File: src/rtl/bpred_update_queue_if.sv
// Branch-predictor update queue bus: Memory-stage retire input, table write
// port, Fetch-side forwarding lookup, and status.
interface bpred_update_queue_if #(
  parameter int XLEN  = 64,
  parameter int DROPW = 16
);
  logic             UpdValidM;
  logic [XLEN-1:0]  PCM;
  logic [XLEN-1:0]  IEUAdrM;
  logic             PCSrcM;
  logic [3:0]       IClassM;
  logic             FlushAll;
  logic             WrReady;
  logic             WrValid;
  logic [XLEN-1:0]  WrPC;
  logic [XLEN-1:0]  WrTarget;
  logic             WrTaken;
  logic [3:0]       WrIClass;
  logic [XLEN-1:0]  PCF;
  logic             PendHitF;
  logic [XLEN-1:0]  PendTargetF;
  logic             PendTakenF;
  logic             Full;
  logic [DROPW-1:0] DropCount;

  modport master (
    output UpdValidM, PCM, IEUAdrM, PCSrcM, IClassM, FlushAll, WrReady, PCF,
    input  WrValid, WrPC, WrTarget, WrTaken, WrIClass,
           PendHitF, PendTargetF, PendTakenF, Full, DropCount
  );

  modport slave (
    input  UpdValidM, PCM, IEUAdrM, PCSrcM, IClassM, FlushAll, WrReady, PCF,
    output WrValid, WrPC, WrTarget, WrTaken, WrIClass,
           PendHitF, PendTargetF, PendTakenF, Full, DropCount
  );
endinterface

File: src/rtl/bpred_update_queue.sv
// Circular FIFO of resolved CFI outcomes draining into the predictor table
// write port, with coalescing on the youngest entry and a Fetch forwarding lookup.
module bpred_update_queue #(
  parameter int XLEN  = 64,
  parameter int DEPTH = 8,
  parameter int DROPW = 16
) (
  input  logic clk,
  input  logic reset,
  bpred_update_queue_if.slave u
);
  localparam int AW = $clog2(DEPTH);
  localparam int PW = AW + 1;

  typedef struct packed {
    logic            vld;
    logic [XLEN-1:0] pc;
    logic [XLEN-1:0] tgt;
    logic            tkn;
    logic [3:0]      cls;
  } ent_t;

  ent_t             ent_q [DEPTH];
  ent_t             ent_d [DEPTH];
  logic [PW-1:0]    head_q, head_d, tail_q, tail_d;
  logic [DROPW-1:0] drop_cnt_q, drop_cnt_d;

  logic [AW-1:0] head_idx, tail_idx, yng_idx, lk_idx;
  logic          empty, full, deq, cfi, coal, enq, drop;
  logic          hit;
  logic [XLEN-1:0] hit_tgt;
  logic          hit_tkn;

  assign head_idx = head_q[AW-1:0];
  assign tail_idx = tail_q[AW-1:0];
  assign yng_idx  = tail_idx - AW'(1);
  assign empty    = (head_q == tail_q);
  assign full     = (head_idx == tail_idx) && (head_q[AW] != tail_q[AW]);
  assign deq      = ~empty & u.WrReady;
  assign cfi      = u.UpdValidM & (|u.IClassM) & ~u.FlushAll;
  // Coalescing into an entry that is leaving this cycle would lose the update.
  assign coal     = cfi & ~empty & (ent_q[yng_idx].pc == u.PCM)
                  & ~(deq & (yng_idx == head_idx));
  assign enq      = cfi & ~coal & (~full | deq);
  assign drop     = cfi & ~coal & full & ~deq;

  always_comb begin
    head_d     = head_q;
    tail_d     = tail_q;
    drop_cnt_d = drop_cnt_q;
    for (int i = 0; i < DEPTH; i++) ent_d[i] = ent_q[i];
    // Dequeue clears first so a full-with-dequeue enqueue can reuse the slot.
    if (deq) begin
      ent_d[head_idx].vld = 1'b0;
      head_d = head_q + PW'(1);
    end
    if (coal) begin
      ent_d[yng_idx].tgt = u.IEUAdrM;
      ent_d[yng_idx].tkn = u.PCSrcM;
      ent_d[yng_idx].cls = u.IClassM;
    end
    if (enq) begin
      ent_d[tail_idx] = '{vld: 1'b1, pc: u.PCM, tgt: u.IEUAdrM,
                          tkn: u.PCSrcM, cls: u.IClassM};
      tail_d = tail_q + PW'(1);
    end
    if (drop && (drop_cnt_q != {DROPW{1'b1}})) drop_cnt_d = drop_cnt_q + DROPW'(1);
    if (u.FlushAll) begin
      head_d = '0;
      tail_d = '0;
      for (int i = 0; i < DEPTH; i++) ent_d[i].vld = 1'b0;
    end
  end

  always_ff @(posedge clk or negedge reset) begin
    if (!reset) begin
      head_q     <= '0;
      tail_q     <= '0;
      drop_cnt_q <= '0;
      for (int i = 0; i < DEPTH; i++) ent_q[i] <= '0;
    end else begin
      head_q     <= head_d;
      tail_q     <= tail_d;
      drop_cnt_q <= drop_cnt_d;
      for (int i = 0; i < DEPTH; i++) ent_q[i] <= ent_d[i];
    end
  end

  // Walk oldest to youngest so the last match seen is the youngest.
  always_comb begin
    hit     = 1'b0;
    hit_tgt = '0;
    hit_tkn = 1'b0;
    lk_idx  = head_idx;
    for (int k = 0; k < DEPTH; k++) begin
      lk_idx = head_idx + AW'(k);
      if (ent_q[lk_idx].vld && (ent_q[lk_idx].pc == u.PCF)) begin
        hit     = 1'b1;
        hit_tgt = ent_q[lk_idx].tgt;
        hit_tkn = ent_q[lk_idx].tkn;
      end
    end
  end

  assign u.WrValid     = ~empty;
  assign u.WrPC        = empty ? '0 : ent_q[head_idx].pc;
  assign u.WrTarget    = empty ? '0 : ent_q[head_idx].tgt;
  assign u.WrTaken     = ~empty & ent_q[head_idx].tkn;
  assign u.WrIClass    = empty ? 4'b0 : ent_q[head_idx].cls;
  assign u.PendHitF    = hit;
  assign u.PendTargetF = hit_tgt;
  assign u.PendTakenF  = hit_tkn;
  assign u.Full        = full;
  assign u.DropCount   = drop_cnt_q;
endmodule

File: src/flat_wrapper.sv
// flat-port wrapper written by rule: the top's interface ports become plain ports
module bpred_update_queue_flat 
#(
  parameter int XLEN  = 64,
  parameter int DEPTH = 8,
  parameter int DROPW = 16
)
  (clk, reset, u_UpdValidM, u_PCM, u_IEUAdrM, u_PCSrcM, u_IClassM, u_FlushAll, u_WrReady, u_PCF, u_WrValid, u_WrPC, u_WrTarget, u_WrTaken, u_WrIClass, u_PendHitF, u_PendTargetF, u_PendTakenF, u_Full, u_DropCount);
  bpred_update_queue_if #(.XLEN(XLEN), .DROPW(DROPW)) u_i ();
  input  logic clk;
  input  logic reset;
  input wire logic [$bits(u_i.UpdValidM)-1:0] u_UpdValidM;
  input wire logic [$bits(u_i.PCM)-1:0] u_PCM;
  input wire logic [$bits(u_i.IEUAdrM)-1:0] u_IEUAdrM;
  input wire logic [$bits(u_i.PCSrcM)-1:0] u_PCSrcM;
  input wire logic [$bits(u_i.IClassM)-1:0] u_IClassM;
  input wire logic [$bits(u_i.FlushAll)-1:0] u_FlushAll;
  input wire logic [$bits(u_i.WrReady)-1:0] u_WrReady;
  input wire logic [$bits(u_i.PCF)-1:0] u_PCF;
  output wire logic [$bits(u_i.WrValid)-1:0] u_WrValid;
  output wire logic [$bits(u_i.WrPC)-1:0] u_WrPC;
  output wire logic [$bits(u_i.WrTarget)-1:0] u_WrTarget;
  output wire logic [$bits(u_i.WrTaken)-1:0] u_WrTaken;
  output wire logic [$bits(u_i.WrIClass)-1:0] u_WrIClass;
  output wire logic [$bits(u_i.PendHitF)-1:0] u_PendHitF;
  output wire logic [$bits(u_i.PendTargetF)-1:0] u_PendTargetF;
  output wire logic [$bits(u_i.PendTakenF)-1:0] u_PendTakenF;
  output wire logic [$bits(u_i.Full)-1:0] u_Full;
  output wire logic [$bits(u_i.DropCount)-1:0] u_DropCount;
  assign u_i.UpdValidM = u_UpdValidM;
  assign u_i.PCM = u_PCM;
  assign u_i.IEUAdrM = u_IEUAdrM;
  assign u_i.PCSrcM = u_PCSrcM;
  assign u_i.IClassM = u_IClassM;
  assign u_i.FlushAll = u_FlushAll;
  assign u_i.WrReady = u_WrReady;
  assign u_i.PCF = u_PCF;
  assign u_WrValid = u_i.WrValid;
  assign u_WrPC = u_i.WrPC;
  assign u_WrTarget = u_i.WrTarget;
  assign u_WrTaken = u_i.WrTaken;
  assign u_WrIClass = u_i.WrIClass;
  assign u_PendHitF = u_i.PendHitF;
  assign u_PendTargetF = u_i.PendTargetF;
  assign u_PendTakenF = u_i.PendTakenF;
  assign u_Full = u_i.Full;
  assign u_DropCount = u_i.DropCount;
  bpred_update_queue #(.XLEN(XLEN), .DEPTH(DEPTH), .DROPW(DROPW)) u_core (.clk(clk), .reset(reset), .u(u_i));
endmodule
File: config.mk
export PLATFORM = sky130hd
export DESIGN_NAME = bpred_update_queue_flat
export DESIGN_NICKNAME = d
export VERILOG_FILES = /design/src/rtl/bpred_update_queue_if.sv /design/src/rtl/bpred_update_queue.sv /design/src/flat_wrapper.sv
export SDC_FILE = /design/constraint.sdc
export NUM_CORES = 2
export LEC_CHECK = 0
export BUFFER_PORTS_ARGS = -buffer_cell sky130_fd_sc_hd__buf_2
export CELL_PAD_IN_SITES_DETAIL_PLACEMENT = 0
export CELL_PAD_IN_SITES_GLOBAL_PLACEMENT = 2
export CORE_AREA = 2 2 649 651
export CTS_CLUSTER_DIAMETER = 60
export CTS_CLUSTER_SIZE = 24
export DETAILED_ROUTE_END_ITERATION = 12
export DIE_AREA = 0 0 651 653
export PLACE_DENSITY_LB_ADDON = 0.25
export SLEW_MARGIN = 0
export SYNTH_ARGS = -nofsm -noshare
export SYNTH_HDL_FRONTEND = slang
export SYNTH_SLANG_ARGS = --single-unit
export TNS_END_PERCENT = 100
File: constraint.sdc
create_clock -name clk -period 6.05 [get_ports clk]
set_input_delay 0.605 -clock clk [delete_from_list [all_inputs] [get_ports clk]]
set_output_delay 0.605 -clock clk [all_outputs]
set_load 0.005 [all_outputs]
==> reports/results.tsv <==
metric	value	unit
start_kind	register	
whs	0.07270	ns
crit_fanout	11	
globalRouteOverflowTotal	0	
cp-end-kind	primary output	
grt_max_degree	154	
p_int	0.02241	W
grt_pass1_wl	846200	um
ys_top_cells_by_area	dfrtp_1 (26%), mux4_2 (26%), mux2_2 (12%)	
synth_most_common_cell	mux4_2	
fin_ws	-0.8124	ns
drtIter0Drc	11670	
rsz0062_at_grt	yes	
globalplace.congestion	1.053	
clockBufferDepth	4	
rows	238	
switching_share	43.50	%
ir_drop	224.8	uV
numCtsBuffers	172	
synthFlopType	dfrtp_1	
status	finished with violations	
syn_inst	8773	
final_nets	10140	
maxCapViolations	0	
fp.dieH	653	um
htree_num_levels	4	
ys_async_sr_fraction	100.0	%
cts_tree	done	
synth_top_cell_area_share	26.32	%
tns	-48.08	ns
failed_checks	setup timing	
clock_power_share	26.6	%
pin_count	419	
cts_sinks	1096	
fin_crit_sh	113.4	%
wl_per_cell	41.26	um
yosysWarnings	0	
drive_gt1_share	49.71	%
core_area	418400	um2
maxSlewHeadroom	13.03	%
synth-seq-cells	1096	
required	5.44	ns
vias_per_cell	6.079	
hold_violations	0	
combPwrFrac	48.7	%
fin_area	134600	um2
clk_latency	0.97	ns
start_util	24.91	%
cp.arrival	6.26	ns
antenna_found_initial	109	
synth_top_cell_by_area	dfrtp_1	
period_needed	6.862	ns
yosys-top-cells-count	mux4_2 (1203), mux2_2 (1142), dfrtp_1 (1096), mux2i_1 (819), nand2_1 (643)	
drtPass1Iterations	6	
ys_seq_area_share	26.32	%
path_class	reg -> out	
p_leak	53.18	nW
max_freq	0.1457	GHz
port_buffers	418	
placed_cell_area	120200	um2
post-route-drc-count	0	
p_per_area	294.8	nW/um2
worst_pin_slew	1.299	ns
track_usage	28.75	%
area_growth	29.13	%
grt_pass1_vias	91120	
maxSlewViolCount	0	
p_seq_share	24.7	%
finClkSkew	0.1499	ns
die_x	651	um
synth.distinct_cells	93	
dpl.hpwl	473500	um
vias	95000	
setup_viol	66	
hp-class	in -> reg	
synthesis.nets	8984	
fp.dieArea	425100	um2
synthesis.area	104200	um2
cts_root_buffer	clkbuf_16	
synth_edf_count	0	
path_clk_slew	0.07	ns
wl	644800	um
antenna_left	0	
avgSynthCellArea	11.88	um2
power.switching	0.01725	W
-- metrics by stage --
stage | utilization (%) | instances | power (W) | worst slack, ns
2_1_floorplan | - | 8773 | 0.01882 | 0.00007994
3_3_place_gp | 28.71 | 14930 | 0.02703 | -0.9136
3_5_place_dp | 28.72 | 14930 | 0.02719 | -0.7468
4_1_cts | 31.20 | 15440 | 0.03885 | -0.7382
5_1_grt | 32.15 | 15610 | 0.04064 | -0.7773
6_report | 32.16 | 15630 | 0.03967 | -0.8124
-- cell families after synthesis --
family | synth area share, %
buf+inv | 5.457
fa+ha+maj | 0.1081
mux | 47.33
flops | 26.32
xor+xnor | 4.622
simple gates | 8.271
compound gates | 7.895
-- critical path, cell delays in order, from the launching register on --
cell and delay (ns):
dfrtp_4 0.52, inv_8 0.05, ha_4 0.32, buf_12 0.20, buf_16 0.18, buf_12 0.16
mux4_2 0.34, xnor2_2 0.17, buf_4 0.20, nand4_1 0.29, o21ai_1 0.22, o211ai_1 0.27
nor4_2 0.39, nand4_1 0.30, buf_6 0.25, nor2_4 0.14, buf_12 0.20, buf_8 0.15
buf_4 0.12, a2111oi_2 0.03, a31oi_1 0.22, o31a_1 0.33, buf_2 0.18
-- path summary, 6_finish.rpt --
path,start,end,depth (start not counted),slack [ns]
worst max-delay path,u_core.head_q[0]$_DFFE_PN0P_,u_PendTargetF[44],22,-0.81
worst min-delay path,u_PCM[17],u_core.ent_q[1024]$_DFFE_PN0P_,2,0.07
worst max register to register,u_core.tail_q[0]$_DFFE_PN0P_,u_core.ent_q[193]$_DFF_PN0_,17,0.20
worst min register to register,u_core.u.DropCount[5]$_DFFE_PN0P_,u_core.u.DropCount[5]$_DFFE_PN0P_,1,0.50
max in group asynchronous,reset,u_core.ent_q[426]$_DFF_PN0_,4,3.95
min in group asynchronous,reset,u_core.ent_q[590]$_DFF_PN0_,2,0.37
-- registers in the layout, indices dropped and copies added, names as in the netlist --
name                flops
u_core.ent_q         1072
u_core.u.DropCount     16
u_core.head_q           4
u_core.tail_q           4
-- per-layer routing --
layer | up-vias | GRT usage [%] | share of wire (%)
met4 | 30 | 14.68 | 6.5
li1 | 37290 | - | -
met1 | 50920 | 38.52 | 41
met2 | 5591 | 44.18 | 44
met3 | 1161 | 5.371 | 8.3
met5 | - | 0 | 0.029
-- area by class of cell --
| class | count | area, um2 |
|---|---|---|
| Inverter | 62 | 250.2 |
| Multi-Input combinational cell | 6648 | 74080 |
| Antenna cell | 36 | 90.09 |
| Timing Repair Buffer | 1948 | 19820 |
| Sequential cell | 1096 | 27440 |
| Fill cell | 41890 | 283800 |
| Clock buffer | 191 | 4519 |
| Clock inverter | 125 | 1460 |
| Tap cell | 5520 | 6907 |
-- what timing repair did --
action | 4_1_cts | 5_1_grt
setup buffers | 107 | 125
setup endpoints to repair | 66 | 66
endpoints found under the hold margin | 391 | 0
gates resized for setup | 378 | 367
pin swaps | 62 | 105
hold buffers | 46 | 0
cloned | 36 | 42
-- power groups by stage --
stage          Combinational, W  Clock (W)  Sequential (W)
6_report                 0.0193     0.0106         0.00980
5_1_grt                  0.0197     0.0111         0.00989
4_1_cts                  0.0183     0.0108         0.00968
3_5_place_dp             0.0174          0         0.00982
3_3_place_gp             0.0173          0         0.00972
2_1_floorplan           0.00966          0         0.00916
-- cells in the final DEF, fill, tap and decap left out, types with 44 or more instances in the layout --
| cell type | netlist | final |
|---|---|---|
| dfrtp_1 | 1096 | 1092 |
| or4_1 | 138 | 125 |
| buf_16 | 0 | 61 |
| nor4_1 | 81 | 44 |
| mux4_2 | 1203 | 1204 |
| o31a_1 | 65 | 65 |
| buf_6 | 90 | 84 |
| nand2_1 | 643 | 630 |
| xnor2_1 | 446 | 377 |
| nand4_1 | 71 | 71 |
| a31oi_1 | 164 | 158 |
| nor2b_1 | 86 | 80 |
| a311oi_1 | 73 | 52 |
| mux2i_1 | 819 | 763 |
| xnor2_2 | 1 | 56 |
| xor2_1 | 94 | 92 |
| a211oi_1 | 82 | 70 |
| nand3_1 | 117 | 105 |
| buf_2 | 283 | 417 |
| buf_12 | 10 | 269 |
| and2_1 | 79 | 74 |
| o21ai_0 | 88 | 68 |
| buf_4 | 129 | 995 |
| mux2_2 | 1142 | 1139 |
| nand3b_1 | 71 | 71 |
| clkbuf_16 | 0 | 213 |
| nor2_1 | 248 | 237 |
| a22oi_1 | 73 | 68 |
| dlygate4sd3_1 | 0 | 46 |
| a21oi_1 | 111 | 101 |
| o22ai_1 | 137 | 124 |
| mux2_1 | 50 | 50 |
| a221oi_1 | 92 | 82 |
Power figures use the tool's default switching activity.
